$ cat src/rtl/prog_clk_div.sv
// Programmable clock divider: counts enabled cycles modulo a runtime divisor D,
// producing a square wave (mode 0) or a one-cycle pulse (mode 1), with divisor
// reloads deferred to the next period boundary so no output period is truncated.
module prog_clk_div #(
    parameter int unsigned WIDTH       = 26,
    parameter int unsigned DEFAULT_DIV = 50000000
) (
    input  logic             clk,
    input  logic             reset,
    input  logic             en,
    input  logic [WIDTH-1:0] div_val,
    input  logic             div_mode,
    input  logic             div_load,
    output logic             clk_out,
    output logic             tick,
    output logic             div_pend,
    output logic             div_err,
    output logic [WIDTH-1:0] count
);

    localparam logic [WIDTH-1:0] ONE     = WIDTH'(1);
    localparam logic [WIDTH-1:0] DIV_RST = WIDTH'(DEFAULT_DIV);

    logic [WIDTH-1:0] d_reg;
    logic             m_reg;
    logic [WIDTH-1:0] pend_d;
    logic             pend_m;

    logic             load_ok_c;
    logic             terminal_c;
    logic [WIDTH-1:0] new_d_c;
    logic             new_m_c;

    // Load qualification, period boundary, and the divisor/mode taking effect there
    always_comb begin
        load_ok_c  = div_load && (div_val != '0);
        // >= keeps the counter bounded even if D shrinks under it
        terminal_c = (count >= (d_reg - ONE));
        new_d_c    = d_reg;
        new_m_c    = m_reg;
        if (load_ok_c) begin
            new_d_c = div_val;
            new_m_c = div_mode;
        end else if (div_pend) begin
            new_d_c = pend_d;
            new_m_c = pend_m;
        end
    end

    // Counter, divisor/mode, pending request and registered outputs
    always_ff @(posedge clk) begin
        if (reset) begin
            count    <= '0;
            d_reg    <= DIV_RST;
            m_reg    <= 1'b0;
            pend_d   <= '0;
            pend_m   <= 1'b0;
            div_pend <= 1'b0;
            clk_out  <= 1'b0;
            tick     <= 1'b0;
            div_err  <= 1'b0;
        end else begin
            div_err <= div_load && (div_val == '0);
            if (en) begin
                if (terminal_c) begin
                    count    <= '0;
                    tick     <= 1'b1;
                    div_pend <= 1'b0;
                    d_reg    <= new_d_c;
                    m_reg    <= new_m_c;
                    // Pulse mode wins; otherwise an outgoing square wave toggles
                    // and an outgoing pulse stream leaves the level where it is
                    if (new_m_c) begin
                        clk_out <= 1'b1;
                    end else if (!m_reg) begin
                        clk_out <= ~clk_out;
                    end
                end else begin
                    count <= count + ONE;
                    tick  <= 1'b0;
                    if (m_reg) begin
                        clk_out <= 1'b0;
                    end
                    if (load_ok_c) begin
                        pend_d   <= div_val;
                        pend_m   <= div_mode;
                        div_pend <= 1'b1;
                    end
                end
            end else begin
                tick <= 1'b0;
                if (m_reg) begin
                    clk_out <= 1'b0;
                end
                // With counting stalled there is no period to protect: apply now
                if (load_ok_c) begin
                    d_reg    <= div_val;
                    m_reg    <= div_mode;
                    count    <= '0;
                    div_pend <= 1'b0;
                end
            end
        end
    end

endmodule

$ cat config.mk
export PLATFORM = sky130hd
export DESIGN_NAME = prog_clk_div
export DESIGN_NICKNAME = d
export VERILOG_FILES = /design/src/rtl/prog_clk_div.sv
export SDC_FILE = /design/constraint.sdc
export NUM_CORES = 1
export LEC_CHECK = 0
export CORE_UTILIZATION = 30
export CTS_CLUSTER_SIZE = 24
export DETAILED_ROUTE_END_ITERATION = 16
export GPL_ROUTABILITY_DRIVEN = 0
export PLACE_DENSITY_LB_ADDON = 0.3
export REMOVE_ABC_BUFFERS = 1
export SYNTH_ARGS = -nofsm -noshare
export SYNTH_HDL_FRONTEND = slang
export SYNTH_SLANG_ARGS = --single-unit
$ cat constraint.sdc
create_clock -name clk -period 4.7 [get_ports clk]
set_input_delay 1.41 -clock clk [delete_from_list [all_inputs] [get_ports clk]]
set_output_delay 1.41 -clock clk [all_outputs]
set_load 0.02 [all_outputs]
# ---- Word level (Yosys, flattened, before mapping)
# Index checks and enable logic that the tools add are counted.
dict set report totals {
  output_inout_bits 30
  rom_bits 0
  regBits 84
  inputBits 31
  mem_bits_rw 0
  memories 0
  latch_bits 0
}
dict set report op_classes {
  n_eq_ne 3
  reduce_logical 11
  n_mul 0
  n_addsub 2
  bitwise_logic 3
  div 0
  shifts 0
  n_lt_le_gt_ge 1
  n_mux 23
}
# op n
set ops {}
lappend ops {{26-bit 2-to-1 mux} 8}
lappend ops {{26-bit by 1-bit adder with 26-bit output, second input constant} 1}
lappend ops {{26-bit greater-or-equal comparator} 1}
lappend ops {{26-bit zero test} 1}
lappend ops {{26-bit nonzero test} 1}
lappend ops {{26-bit by 1-bit subtractor with 26-bit output, second input constant} 1}
lappend ops {{1-bit 2-to-1 mux} 15}
lappend ops {{3-bit AND reduction} 2}
lappend ops {{4-bit by 3-bit != test with 1-bit output, second input constant} 1}
lappend ops {{2-bit AND reduction} 2}
lappend ops {{2-bit nonzero test} 2}
lappend ops {{3-bit != test, second input constant} 1}
lappend ops {{1-bit NOT} 3}
lappend ops {{1-bit logical AND} 2}
lappend ops {{2-bit by 1-bit != test with 1-bit output, second input constant} 1}
lappend ops {{2-bit OR reduction} 1}

# ---- Longest topological paths before layout
# Gate-level depths: netlist of run 1.
dict set report logic_depth {
  depth_word 6
  mapped_depth 18
}

# ---- Least setup slack after synthesis of run 1
# OpenSTA, ideal clock, no wires.
dict set report synth_timing {
  path_type {register to register}
  start {reg d_reg[5]}
  end {reg d_reg[10]}
  t_required_ns 4.577
  path_stages_with_launch 16
  path_slack_ns 0.713
  synth_period_minus_slack_ns 3.987
  arrival_ns 3.864
  path_cell_list {dfxtp_1 -> or4_4 -> nor4_4 -> nand3b_2 -> or2_1 -> buf_6 -> nor3_1 -> xnor2_1 -> ha_1 -> a211oi_1 -> nor2_1 -> a2111o_1 -> a21o_1 -> o21ai_2 -> buf_4 -> mux2_1}
}
dict set report synth_between {
  elab_chain_len 4
}
# item line
set synth_lines {}
lappend synth_lines {{start: declaration} 24} ;# logic [WIDTH-1:0] d_reg;
lappend synth_lines {{start signal: assignment} 69} ;# d_reg <= new_d_c;
lappend synth_lines {{start signal: assignment} 97} ;# d_reg <= div_val;
lappend synth_lines {{26-bit by 1-bit subtractor with 26-bit output (*)} 38} ;# terminal_c = (count >= (d_reg - ONE));
lappend synth_lines {{26-bit greater-or-equal comparator (*)} 38}
lappend synth_lines {{3-bit != test (no line) / 2-bit by 1-bit != test with 1-bit output (equally long branches)} n/a}
lappend synth_lines {{3-bit AND reduction (no line) (*)} n/a}
# Mark *: on every way between the ends. The rest lies on a longest branch, timed or not.
# A chain may end at the register's enable or synchronous reset.

# ---- Final worst setup path of run 1
dict set report layout_timing {
  start {reg d_reg[5]}
  end {reg m_reg}
}
dict set report layout_between {
  elab_chain_len 4
}
# item line
set layout_lines {}
lappend layout_lines {{26-bit by 1-bit subtractor with 26-bit output} 38}
lappend layout_lines {{26-bit greater-or-equal comparator} 38}
lappend layout_lines {{2-bit by 1-bit != test with 1-bit output (no line)} n/a}
lappend layout_lines {{2-bit AND reduction (no line)} n/a}
lappend layout_lines {{end signal: assignment} 70} ;# m_reg <= new_m_c;
lappend layout_lines {{end signal: assignment} 98} ;# m_reg <= div_mode;
lappend layout_lines {{end: declaration} 25} ;# logic m_reg;
# Every way passes these cells.

==> results.sh, run 1 <==
export IMPL_dp_hpwl_mm=10.8
export IMPL_yosys_top_cells_area="dfxtp_1 31%, ha_1 6.5%, nand4_1 5.7%"
export IMPL_io_pins=61
export IMPL_synth_seq_area_share_pct=31.3
export IMPL_vdd_drop_max_v=0.000172
export IMPL_postSynthAreaPerCell_um2=8.24
export IMPL_overflow=0
export IMPL_slew_headroom_pct=53.1
export IMPL_drc=0
export IMPL_cp_slowest_stage_delay_ns=0.59
export IMPL_synth_edf_count=0
export IMPL_synthFlopType="dfxtp_1"
export IMPL_area_growth_pct=21.8
export IMPL_drive_gt1_share_pct=8.71
export IMPL_clockPowerShare_pct=43.5
export IMPL_rsz0062_at_grt="false"
export IMPL_fin_cells=925
export IMPL_cts_sinks=84
export IMPL_critical_path_max_fanout=37
export IMPL_cp_arrival_ns=4.65
export IMPL_slowest_stage="or4_4"
export IMPL_fin_worst_skew_ns=0.00745
export IMPL_core_area_um2=17400
export IMPL_setup_viol=0
export IMPL_synth_top_cell_area_share_pct=31.3
export IMPL_final_hold_viol_count=0
export IMPL_yosysTopAreaCell="dfxtp_1"
export IMPL_ys_ff_latch=84
export IMPL_vias=5175
export IMPL_path_buf_inv=1
export IMPL_async_flop_share_pct=0
export IMPL_tightest_slew_ns=0.703
export IMPL_synth_cell_types=61
export IMPL_hold_ws_ns=0.464
export IMPL_yosys_warnings=0
export IMPL_tritoncts="yes"
export IMPL_max_freq_mhz=227
export IMPL_start_kind="flop"
export IMPL_cts_made_buffers=9
export IMPL_path_cells="or4_4 -> nor4_4 -> or3b_1 -> nor2_2 -> nand2_1 -> xor2_1 -> ha_1 -> nand4_1 -> or3_1 -> a211oi_1 -> a221o_1 -> buf_4 -> o22ai_1 -> mux2i_1"
export IMPL_p_switching_mw=0.489
export IMPL_worstSetupEndpointType="flop"
export IMPL_path_class="flop to flop"
export IMPL_die_h_um=136
export IMPL_cpLargestDelayFamily="simple AND/OR/NAND/NOR gates"
export IMPL_syn_cell_area_um2=5380
export IMPL_drtPass1Iterations=5
export IMPL_clk_latency_ns=0.35
export IMPL_initial_core_util_pct=30.9
export IMPL_drv_slew=0
export IMPL_netlist_instances=653
export IMPL_die_w_um=136
export IMPL_p_comb_share_pct=14.3
export IMPL_fp_dieArea_um2=18500
export IMPL_synth_most_common_cell="dfxtp_1"
export IMPL_avgViaCountPerCell=5.59
export IMPL_fin_total_pwr_mw=1.83
export IMPL_cap_violations=0
export IMPL_drt_wl_total_mm=15.7
export IMPL_powerDensity_nw_per_um2=279
export IMPL_io_buffer_count=60
export IMPL_hold_path_class="flop to flop"
export IMPL_fill_cells=1812
export IMPL_final_nets=754
export IMPL_cts_setup_buffers=0
export IMPL_synth_common_cells="84 x dfxtp_1, 54 x a21oi_1, 49 x nand4_1"
export IMPL_cts_buffer_depth=2
export IMPL_internal_power_mw=1.34
export IMPL_r2r_setup_slack_ns=0.29
export IMPL_dp_cells=909
export IMPL_seq_power_share_pct=42.2
export IMPL_grt_max_degree=65
export IMPL_required_ns=4.94
export IMPL_grt_pass1_vias=4591
export IMPL_h_tree_depth=3
export IMPL_cts_root_buffer="clkbuf_16"
export IMPL_outcome="finished, final reports clean"
export IMPL_rows=48
export IMPL_grt_total_usage_pct=17.5
export IMPL_n_antenna_cell=0
export IMPL_clkSlewWorstSetupHoldPaths_ns=0.07
export IMPL_grt_pass1_wl_mm=25.3
export IMPL_final_util_pct=37.6
export IMPL_period_share_pct=93.9
export IMPL_layout_min_cycle_time_ns=4.41
export IMPL_ant_nets=0
export IMPL_switching_share_pct=26.7
export IMPL_antenna_found_initial=0
export IMPL_drtIter0Drc=381
export IMPL_wl_per_cell_um=17.0
export IMPL_power_leakage_nw=2.38
-- cells in the final DEF, fill, tap and decap left out, drive strengths merged, types with 4 or more instances in the layout --
cell type      synthesis  routed
o21ai                 27      27
a211oi                14      14
buf                   16      26
a41oi                  6       6
a31oi                 15      15
mux2i                 16      16
dfxtp                 84      84
nand4                 49      49
inv                   16      18
o211ai                 4       4
ha                    28      28
or3                    4       4
o22ai                  5       5
o31ai                 27      27
or4                   12      12
xor2                  11      11
nand2                 39      39
a21o                   4       4
nor2                  28      28
xnor2                 15      15
clkbuf                38      11
nor4                  14      14
a21oi                 55      55
and3                  18      18
nor2b                 15      15
nor3                  14      14
nand3                 29      29
mux2                  15      15
clkdlybuf4s50          0      59
-- power by group through the flow --
stage / Clock [mW] / Combinational (mW) / Sequential [mW]
floorplan: 0 / 0.143 / 0.782
global placement: 0 / 0.259 / 0.785
detailed placement: 0 / 0.260 / 0.786
CTS: 0.814 / 0.261 / 0.770
global route: 0.844 / 0.288 / 0.774
finish: 0.795 / 0.261 / 0.770
-- layer usage --
metal / GRT usage (%) / vias to the layer above / share of wire (%)
met5: 0 / - / 0
met4: 3.15 / 0 / 0.72
met3: 3.91 / 10 / 6.4
met2: 26.7 / 180 / 44
met1: 25.2 / 2414 / 49
li1: - / 2571 / -
-- final cells by class --
cell class | count | area, µm² | area share [%]
Clock buffer | 11 | 243 | 3.70
Tap cell | 225 | 282 | 4.30
Inverter | 17 | 63.8 | 0.974
Sequential cell | 84 | 1680 | 25.7
Clock inverter | 5 | 82.6 | 1.26
Multi-Input combinational cell | 498 | 3420 | 52.1
Timing Repair Buffer | 85 | 783 | 12.0
-- cells by family (layout without fill, tap and decap cells) --
family / Yosys count / after routing / synth area share [%]
AND/OR/NAND/NOR: 240 / 240 / 25.2
multiplexers: 31 / 31 / 6.12
buffers and inverters: 71 / 118 / 6.05
flip-flops: 84 / 84 / 31.3
AO/OA/AOI/OAI: 173 / 173 / 20.7
XOR/XNOR: 26 / 26 / 4.23
adder cells (fa/ha/maj): 28 / 28 / 6.51
-- worst min-delay path: stages, from the launching register on --
cell and delay (ns):
dfxtp_1 0.30, o31ai_1 0.06, a21oi_1 0.06
-- per-stage QoR --
| stage | worst slack [ns] | area, µm² | setup TNS (ns) |
|---|---|---|---|
| finish | 0.287 | 6550 | 0 |
| floorplan | -0.459 | 5120 | -11.76 |
| detailed placement | 0.158 | 6210 | 0 |
| global placement | 0.238 | 6210 | 0 |
| CTS | 0.136 | 6540 | 0 |
| global route | 0.000622 | 6550 | 0 |
-- what timing repair did --
action                                  4_1_cts  5_1_grt
hold buffers                                  0        0
endpoints found under the setup margin        0       39
resized for setup                             0        3
-- final timing paths --
| path | cells after the start | from | end |
|---|---|---|---|
| min | 2 | pend_d[14] | pend_d[14] |
| max | 14 | d_reg[5] | m_reg |
| min reg2reg | 2 | pend_d[14] | pend_d[14] |
| max reg2reg | 14 | d_reg[5] | m_reg |
(Power assumes the default switching activity.)
==> inputs of run 2 (changes only) <==
- DONT_BUFFER_PORTS: unset -> 1
- REMOVE_ABC_BUFFERS: 1 -> unset
==> results.sh, run 2 (same netlist as run 1, synthesis figures left out) <==
export IMPL_vias=5007
export IMPL_layout_min_cycle_time_ns=4.46
export IMPL_reg2reg_depth=13
export IMPL_core_area_um2=17400
export IMPL_cts_made_buffers=9
export IMPL_path_buf_inv=0
export IMPL_powerDensity_nw_per_um2=282
export IMPL_start_kind="flop"
export IMPL_crit_start="d_reg[5]"
export IMPL_layout_setup_ws_ns=0.239
export IMPL_die_h_um=136
export IMPL_fill_cells=1825
export IMPL_area_growth_pct=7.95
export IMPL_power_leakage_nw=2.08
export IMPL_cts_sinks=84
export IMPL_final_hold_viol_count=0
export IMPL_fin_tns_setup_ns=0
export IMPL_rsz0062_at_grt="false"
export IMPL_required_ns=4.94
export IMPL_clk_latency_ns=0.35
export IMPL_final_nets=683
export IMPL_antenna_found_initial=0
export IMPL_clkSlewWorstSetupHoldPaths_ns=0.07
export IMPL_path_class="flop to flop"
export IMPL_cp_slowest_stage_delay_ns=0.59
export IMPL_cts_buffer_depth=2
export IMPL_mostFrequentLayoutCell="dfxtp_1"
export IMPL_grt_max_degree=100
export IMPL_ant_nets=0
export IMPL_cts_setup_buffers=0
export IMPL_r2r_setup_slack_ns=0.24
export IMPL_place_ws_ns=0.190
export IMPL_worst_r2r_endpoint="clk_out"
export IMPL_outcome="finished, final reports clean"
export IMPL_cpLargestDelayFamily="simple AND/OR/NAND/NOR gates"
export IMPL_path_cells="or4_4 -> nor4_4 -> or3b_1 -> nor2_1 -> nand2_1 -> xor2_1 -> ha_1 -> nand4_1 -> or3_1 -> a211oi_1 -> a221oi_4 -> a21oi_1 -> mux2_1"
export IMPL_n_antenna_cell=0
export IMPL_die_w_um=136
export IMPL_drc=0
export IMPL_drt_wl_total_mm=15.9
export IMPL_r2r_start="d_reg[5]"
export IMPL_tightest_slew_ns=0.687
export IMPL_critical_path_max_fanout=6
export IMPL_synthesis_nets=712
export IMPL_period_share_pct=94.9
export IMPL_tritoncts="yes"
export IMPL_worst_path_stages=13
export IMPL_fp_dieArea_um2=18500
export IMPL_final_cell_mix="84 x dfxtp_1, 54 x a21oi_1, 49 x nand4_1, 39 x nand2_1, 29 x nand3_1"
export IMPL_cp_arrival_ns=4.70
export IMPL_grt_total_usage_pct=17.6
export IMPL_placed_cell_area_um2=5540
export IMPL_finalInstanceArea_um2=5810
export IMPL_setup_viol=0
export IMPL_drv_slew=0
export IMPL_endpoint="clk_out"
export IMPL_overflow=0
export IMPL_avgViaCountPerCell=5.87
export IMPL_fin_total_pwr_mw=1.64
export IMPL_io_buffer_count=0
export IMPL_final_util_pct=33.3
export IMPL_grt_pass1_vias=4711
export IMPL_slew_headroom_pct=53.9
export IMPL_rows=48
export IMPL_h_tree_depth=3
export IMPL_grt_pass1_wl_mm=25.3
export IMPL_cts_root_buffer="clkbuf_16"
export IMPL_max_freq_mhz=224
export IMPL_dp_hpwl_mm=10.9
export IMPL_drive_gt1_share_pct=7.48
export IMPL_fin_worst_skew_ns=0.00809
export IMPL_cap_violations=0
export IMPL_worstSetupEndpointType="flop"
export IMPL_drtIter0Drc=440
export IMPL_drtPass1Iterations=5
export IMPL_slowest_stage="or4_4"
export IMPL_initial_core_util_pct=30.9
export IMPL_io_pins=61
export IMPL_hold_path_class="flop to flop"
export IMPL_vdd_drop_max_v=0.000170
export IMPL_wl_per_cell_um=18.6
[run 2: changes by cell type in the layout (fill, tap and decap cells not counted), moves of 2 or more]
cell             previous run  this run
buf_6                       0         2
bufinv_16                   2         0
clkdlybuf4s50_1            59         0
clkinv_2                    1         3
buf_4                      25        12
[run 2: worst min path at each step]
| stage | cells after the start | from | slack (ns) | endpoint |
|---|---|---|---|---|
| after global placement | 2 | pend_d[13] | 0.45 | pend_d[13] |
| after global routing | 2 | pend_d[12] | 0.48 | pend_d[12] |
| final | 2 | pend_d[17] | 0.46 | pend_d[17] |
| after floorplan | 2 | pend_d[12] | 0.44 | pend_d[12] |
| after CTS | 2 | pend_d[7] | 0.46 | pend_d[7] |
| after detailed placement | 2 | pend_d[7] | 0.45 | pend_d[7] |
[run 2: metrics by stage]
stage	cells	hold slack, ns
after floorplan	653	0.444
after global placement	838	0.445
after detailed placement	838	0.451
after CTS	853	0.461
after global routing	853	0.485
final	853	0.464
[run 2: final cells by class]
class	instances	area (µm²)	share of cell area, %
Multi-Input combinational cell	498	3400	58.6
Sequential cell	84	1680	29.0
Tap cell	225	282	4.85
Clock buffer	9	225	3.88
Timing Repair Buffer	14	113	1.94
Inverter	17	63.8	1.10
Clock inverter	6	40.0	0.689
[run 2: repair_timing]
item,4_1_cts,5_1_grt
hold buffers,0,0
setup endpoints to repair,0,35
gates resized for setup,0,2
[run 2: worst min-delay path, cell delays in order (launching register included)]
cell and delay [ns]:
dfxtp_1 0.31, o31ai_1 0.06, a21oi_1 0.06
[run 2: report_power, final]
group	internal (mW)	leakage [nW]	switching (mW)	total, mW
registers	0.740	0.685	0.0338	0.774
logic	0.0825	1.27	0.114	0.197
clock network	0.355	0.131	0.311	0.666
[run 2: layer usage]
layer | up-vias | wire (µm) | GRT usage (%)
met5 | - | 0 | 0
met4 | 0 | 191 | 5.00
met3 | 16 | 1250 | 4.74
met2 | 179 | 6820 | 26.7
met1 | 2389 | 7590 | 24.1
li1 | 2423 | - | -
